$ cat config.mk
export PLATFORM = sky130hd
export DESIGN_NAME = ntt_bfu_addsub
export DESIGN_NICKNAME = d
export VERILOG_FILES = /design/src/rtl/ntt_bfu_addsub.sv
export SDC_FILE = /design/constraint.sdc
export NUM_CORES = 1
export LEC_CHECK = 0
export CELL_PAD_IN_SITES_DETAIL_PLACEMENT = 0
export CELL_PAD_IN_SITES_GLOBAL_PLACEMENT = 1
export CORE_MARGIN = 2
export CORE_UTILIZATION = 25
export CTS_CLUSTER_DIAMETER = 100
export CTS_CLUSTER_SIZE = 28
export DETAILED_ROUTE_END_ITERATION = 8
export GPL_TIMING_DRIVEN = 0
export PLACE_DENSITY_LB_ADDON = 0.1
export REMOVE_ABC_BUFFERS = 1
export SYNTH_ARGS = -nofsm -noshare
export SYNTH_HDL_FRONTEND = slang
export SYNTH_SLANG_ARGS = --single-unit
$ cat constraint.sdc
create_clock -name clk -period 8.5 [get_ports clk]
set_clock_uncertainty 0.15 [all_clocks]
set_input_delay 0.85 -clock clk [delete_from_list [all_inputs] [get_ports clk]]
set_output_delay 0.85 -clock clk [all_outputs]
set_load 0.02 [all_outputs]
$ cat src/rtl/ntt_bfu_addsub.sv
// ntt_bfu_addsub
// Butterfly add/subtract back-end for the q = 12289 NTT datapath.
// The upper operand is issued alongside the multiplier operands and is
// delayed MUL_LAT cycles so it meets the reduced product. The block then
// registers the Cooley-Tukey pair x = (u + v) mod Q and y = (u - v) mod Q,
// and counts completed butterflies per NTT stage.
//
// Optional feature macro: NTT_BFU_HALVE_EN
//   defined   -> inverse butterflies (inv = 1) output (s/2, d/2) mod Q
//   undefined -> no halving logic, in_inv is ignored, outputs are (s, d)
//
// Ports:
//   clk        rising-edge clock
//   rst        synchronous active-low reset
//   in_valid   issue strobe, same cycle the multiplier receives operands
//   in_inv     inverse-NTT flag, sampled with in_valid
//   u_in       upper operand, [0, Q-1]
//   prod_in    reduced product from the multiplier, MUL_LAT cycles after issue
//   out_valid  x_out/y_out valid strobe (latency MUL_LAT + 1)
//   x_out      (u + v) mod Q, optionally halved
//   y_out      (u - v) mod Q, optionally halved
//   bf_cnt     completed butterflies in the current stage
//   stage_done one-cycle pulse with the last butterfly of a stage
module ntt_bfu_addsub #(
    parameter int DATA_W       = 14,
    parameter int Q            = 12289,
    parameter int MUL_LAT      = 5,
    parameter int BF_PER_STAGE = 256
) (
    input  logic                            clk,
    input  logic                            rst,
    input  logic                            in_valid,
    input  logic                            in_inv,
    input  logic [DATA_W-1:0]               u_in,
    input  logic [DATA_W-1:0]               prod_in,
    output logic                            out_valid,
    output logic [DATA_W-1:0]               x_out,
    output logic [DATA_W-1:0]               y_out,
    output logic [$clog2(BF_PER_STAGE)-1:0] bf_cnt,
    output logic                            stage_done
);

    // One extra bit holds the carry of the sum and the sign of the difference.
    localparam int                SUM_W    = DATA_W + 1;
    localparam int                CNT_W    = $clog2(BF_PER_STAGE);
    localparam logic [SUM_W-1:0]  Q_EXT    = SUM_W'(Q);
    localparam logic [CNT_W-1:0]  CNT_LAST = CNT_W'(BF_PER_STAGE - 1);

    // Alignment pipeline: index 0 is loaded at issue, index MUL_LAT-1 is the
    // tail entry that meets prod_in.
    logic [MUL_LAT-1:0] valid_q, valid_d;
    logic [DATA_W-1:0]  u_q [MUL_LAT];
    logic [DATA_W-1:0]  u_d [MUL_LAT];
`ifdef NTT_BFU_HALVE_EN
    logic [MUL_LAT-1:0] inv_q, inv_d;
`endif

    logic                out_valid_q, out_valid_d;
    logic                stage_done_q, stage_done_d;
    logic [DATA_W-1:0]   x_q, x_d;
    logic [DATA_W-1:0]   y_q, y_d;
    logic [CNT_W-1:0]    bf_cnt_q, bf_cnt_d;

    logic                tail_valid;
    logic [DATA_W-1:0]   u_tail;
    logic [SUM_W-1:0]    sum_raw, sum_mod;
    logic [SUM_W-1:0]    diff_raw, diff_mod;
    logic [DATA_W-1:0]   x_res, y_res;

`ifdef NTT_BFU_HALVE_EN
    // Division by two mod an odd Q: odd values are made even by adding Q.
    // val < Q, so val + Q < 2Q still fits in SUM_W bits.
    function automatic logic [DATA_W-1:0] halve_mod(input logic [SUM_W-1:0] val);
        logic [SUM_W-1:0] adj;
        adj = val[0] ? (val + Q_EXT) : val;
        return adj[SUM_W-1:1];
    endfunction
`else
    // The inv flag and the top bits of the reduced values carry no
    // information when halving is not built.
    logic unused_bits;
    assign unused_bits = ^{in_inv, sum_mod[SUM_W-1], diff_mod[SUM_W-1]};
`endif

    // Shift the issue information one stage per cycle; there is no stall.
    always_comb begin
        valid_d    = '0;
        valid_d[0] = in_valid;
        u_d[0]     = u_in;
        for (int i = 1; i < MUL_LAT; i++) begin
            valid_d[i] = valid_q[i-1];
            u_d[i]     = u_q[i-1];
        end
`ifdef NTT_BFU_HALVE_EN
        inv_d    = '0;
        inv_d[0] = in_inv;
        for (int i = 1; i < MUL_LAT; i++) begin
            inv_d[i] = inv_q[i-1];
        end
`endif
    end

    // Modular add/subtract on the tail entry and the current product.
    always_comb begin
        tail_valid = valid_q[MUL_LAT-1];
        u_tail     = u_q[MUL_LAT-1];
        sum_raw    = {1'b0, u_tail} + {1'b0, prod_in};
        sum_mod    = (sum_raw >= Q_EXT) ? (sum_raw - Q_EXT) : sum_raw;
        // Operands are below 2^DATA_W, so the MSB is a valid sign bit.
        diff_raw   = {1'b0, u_tail} - {1'b0, prod_in};
        diff_mod   = diff_raw[SUM_W-1] ? (diff_raw + Q_EXT) : diff_raw;
`ifdef NTT_BFU_HALVE_EN
        if (inv_q[MUL_LAT-1]) begin
            x_res = halve_mod(sum_mod);
            y_res = halve_mod(diff_mod);
        end else begin
            x_res = sum_mod[DATA_W-1:0];
            y_res = diff_mod[DATA_W-1:0];
        end
`else
        x_res = sum_mod[DATA_W-1:0];
        y_res = diff_mod[DATA_W-1:0];
`endif
    end

    // Output registers load only for a valid tail entry and hold otherwise.
    // bf_cnt_d folds in the output currently on out_valid, so comparing it
    // with the last index marks the result that will wrap the count.
    always_comb begin
        out_valid_d  = tail_valid;
        x_d          = tail_valid ? x_res : x_q;
        y_d          = tail_valid ? y_res : y_q;
        bf_cnt_d     = out_valid_q ? (bf_cnt_q + CNT_W'(1)) : bf_cnt_q;
        stage_done_d = tail_valid && (bf_cnt_d == CNT_LAST);
    end

    always_ff @(posedge clk) begin
        if (!rst) begin
            valid_q      <= '0;
            for (int i = 0; i < MUL_LAT; i++) begin
                u_q[i] <= '0;
            end
`ifdef NTT_BFU_HALVE_EN
            inv_q        <= '0;
`endif
            out_valid_q  <= 1'b0;
            stage_done_q <= 1'b0;
            x_q          <= '0;
            y_q          <= '0;
            bf_cnt_q     <= '0;
        end else begin
            valid_q      <= valid_d;
            u_q          <= u_d;
`ifdef NTT_BFU_HALVE_EN
            inv_q        <= inv_d;
`endif
            out_valid_q  <= out_valid_d;
            stage_done_q <= stage_done_d;
            x_q          <= x_d;
            y_q          <= y_d;
            bf_cnt_q     <= bf_cnt_d;
        end
    end

    assign out_valid  = out_valid_q;
    assign stage_done = stage_done_q;
    assign x_out      = x_q;
    assign y_out      = y_q;
    assign bf_cnt     = bf_cnt_q;

endmodule

==> results.py <==
metrics = {
    "run_status": {
        "status": "finished, final reports clean",
    },
    "layout": {
        "diodes": 0,
        "drive_above_1_share_pct": 7.257,
        "fill_cells": 2275,
        "final_nets": 742,
        "syn2layout_area_growth_pct": 27.41,
    },
    "critical_path": {
        "cp_data_arrival_time_ps": 4870,
        "r2r_start": "u_tail[0]$_SDFF_PN0_",
        "crit_type": "input pin to register",
        "cp-endpoint": "x_out[6]$_SDFFE_PN0P_",
        "r2r-end": "x_out[6]$_SDFFE_PN0P_",
        "endpoint_kind": "register",
        "r2r_slack_ps": 4420,
        "crit_fanout": 16,
        "critPathLaunch": "prod_in[0]",
        "r2r_cells": 12,
        "required_ps": 8650,
        "worstSetupStartpointType": "input pin",
    },
    "grt": {
        "groute.usage.overall_pct": 11.34,
        "grt_max_degree": 61,
        "antenna_found_initial": 0,
        "grt_pass1_vias": 4111,
        "grt_first_pass_wirelength_mm": 21.29,
        "grt.overflow.total": 0,
    },
    "power": {
        "vdd_ir_drop_max_mv": 0.1167,
        "p_leak_nw": 2.777,
        "p_per_area_nw_per_um2": 196.7,
    },
    "route": {
        "drt_pass1_iterations": 4,
        "drc": 0,
        "num_vias": 4347,
        "vias_per_cell": 4.486,
        "drt_wl_total_mm": 12.98,
        "antenna_left": 0,
        "drtIter0Drc": 145,
        "wl_per_cell_um": 13.40,
    },
    "synth": {
        "synth.distinct_cells": 69,
        "synth_top_area_share_pct": 40.36,
        "synthAdderAreaFrac_pct": 7.857,
        "synth_area_um2": 5605,
        "synth-seq-cells": 113,
        "seq_area_frac_synth_pct": 40.36,
        "synth_compound_area_share_pct": 16.61,
        "netlist_instances": 618,
        "synth_top_family_by_area": "simple AND/OR/NAND/NOR gates",
        "synth_mux_area_share_pct": 0.7143,
        "async_flop_share_pct": 0,
        "synth_xor_area_share_pct": 5.469,
        "ys.flop_type": "dfxtp_1",
        "yosysWarnings": 0,
        "yosysTopAreaCell": "dfxtp_1",
        "synth.area.top_cells": "dfxtp_1 (40%), and2_1 (8.6%), ha_1 (7.1%)",
        "syn_area_per_cell_um2": 9.070,
        "synth_edf_count": 0,
        "synthSimpleGateAreaFrac_pct": 24.38,
    },
    "placement": {
        "hpwl_mm": 9.579,
        "place.port_buffers": 68,
        "place.gp.congestion": 0.8136,
        "dp_slack_ps": 3304,
    },
    "sta": {
        "fin_setup_tns_ps": 0,
        "max_slew.worst_pin.slew_ps": 941.7,
        "hold_viol": 0,
        "slew_viol_final": 0,
        "finalCritPeriodShare_pct": 55.50,
        "clock.fmax_mhz": 212.0,
        "grt_setup_unrepaired": "no",
        "hold_ws_ps": 271.1,
        "setup_violations": 0,
        "setup_slack_ps": 3783,
        "relSlewSlack_pct": 35.60,
        "period_minus_slack_ps": 4717,
    },
    "die": {
        "die_h_um": 153.7,
        "die_w_um": 153.7,
        "coreArea_um2": 21890,
        "rows": 54,
        "io_pins": 70,
        "initial_core_util_pct": 25.61,
        "dieArea_um2": 23640,
    },
    "clock_tree": {
        "root_buffer": "clkbuf_16",
        "postCtsSetupBuffers": 0,
        "cts_tree": "built",
        "clk_pin_slew_ps": 60,
        "cts_buffers": 17,
        "cts_num_sinks": 113,
        "ctsHoldBuffers": 0,
        "clock_latency_ps": 410,
        "cts_buffer_depth": 2,
        "htree_levels": 4,
        "cts_resized": 0,
    },
    "run": {
        "cap_violations": 0,
    },
    "min_path": {
        "hp-start": "u_d[5]$_SDFF_PN0_",
        "hold_path.class": "register to register",
    },
}
metrics by stage:
| step | power, W | std cells | utilization, % | area [um^2] |
|---|---|---|---|---|
| floorplan | 0.0006282 | 588 | - | 5474 |
| finish | 0.001405 | 969 | 32.62 | 7142 |
| CTS | 0.001434 | 969 | 32.62 | 7142 |
| detailed placement | 0.0006740 | 937 | 29.79 | 6521 |
| global route | 0.001471 | 969 | 32.62 | 7142 |
| global placement | 0.0006720 | 936 | 29.72 | 6505 |
sequential cells by signal, indices dropped and copies added (netlist names):
register and count:
out_valid 1, valid_q 5, u_d 56, y_out 14, u_tail 14, bf_cnt 8
stage_done 1, x_out 14
critical path: stages:
cell and delay [ps]:
clkdlybuf4s50_1 500, ha_1 180, inv_1 50, fa_1 400, o21ba_1 210, or4_4 450, a311o_1 310, o211a_1 220
a311oi_1 680, o21bai_4 300, a22oi_4 180, a31o_1 290, a32o_1 250
report_power, final:
group          internal (W)  leakage, nW  switching, W
combinational     0.0000500         1.57     0.0000658
sequential         0.000542        0.920    0.00000333
clock              0.000472        0.289      0.000272
total               0.00106         2.78      0.000341
cell type report:
class / instances / area (um^2) / area share (%)
clock buffer: 18 / 439.2 / 6.149
clock inverter: 14 / 181.4 / 2.540
inverter: 34 / 127.6 / 1.787
multi-input combinational: 441 / 3084 / 43.19
sequential: 113 / 2263 / 31.69
tap: 280 / 350.3 / 4.905
timing repair buffer: 69 / 695.7 / 9.741
cell usage in the layout, fill, tap and decap left out, types with 13 or more instances in the layout:
cell | netlist | layout
dfxtp_1 | 113 | 112
and2_1 | 77 | 77
clkdlybuf4s50_1 | 0 | 67
nor2_1 | 34 | 34
a21oi_1 | 34 | 34
inv_1 | 33 | 33
ha_1 | 32 | 32
nand2_1 | 30 | 30
o21ai_0 | 25 | 25
xnor2_1 | 22 | 22
clkbuf_16 | 0 | 17
nand3_1 | 15 | 15
xor2_1 | 13 | 13
cells in the mapped netlist (10+ instances only):
cell type	number
nor2b_1	10
dfxtp_1	113
nand4_1	12
o21ai_0	25
nand3_1	15
nor2_1	34
inv_1	33
xor2_1	13
clkbuf_1	25
a21oi_1	34
nand3b_1	10
nand2_1	30
and2_1	77
xnor2_1	22
ha_1	32
per-layer routing:
layer  GRT usage, %  wire (um)  part of all wire [%]  vias up
met5              0          0                     0        -
met4          4.107        172                   1.3        0
met3          3.777        664                   5.1       12
met2          17.50       5693                    44       80
met1          14.77       6453                    50     1974
li1               -          -                     -     2281
kinds of logic (layout without fill, tap and decap cells):
| group | count (synthesis) | in the layout |
|---|---|---|
| AO/OA/AOI/OAI | 131 | 131 |
| XOR/XNOR | 35 | 35 |
| adder cells (fa/ha/maj) | 34 | 34 |
| buffers and inverters | 64 | 135 |
| flip-flops | 113 | 113 |
| multiplexers | 4 | 4 |
| AND/OR/NAND/NOR | 237 | 237 |
worst min-delay path by stage:
stage                                 to  slack (ps)  cells past startpoint
floorplan           u_tail[3]$_SDFF_PN0_         260                      1
global placement    u_tail[3]$_SDFF_PN0_         260                      1
detailed placement  u_tail[3]$_SDFF_PN0_         260                      1
CTS                 u_tail[5]$_SDFF_PN0_         280                      1
global route          u_d[14]$_SDFF_PN0_         290                      1
finish              u_tail[5]$_SDFF_PN0_         270                      1
Note: power is estimated with default switching activity, not from simulation.
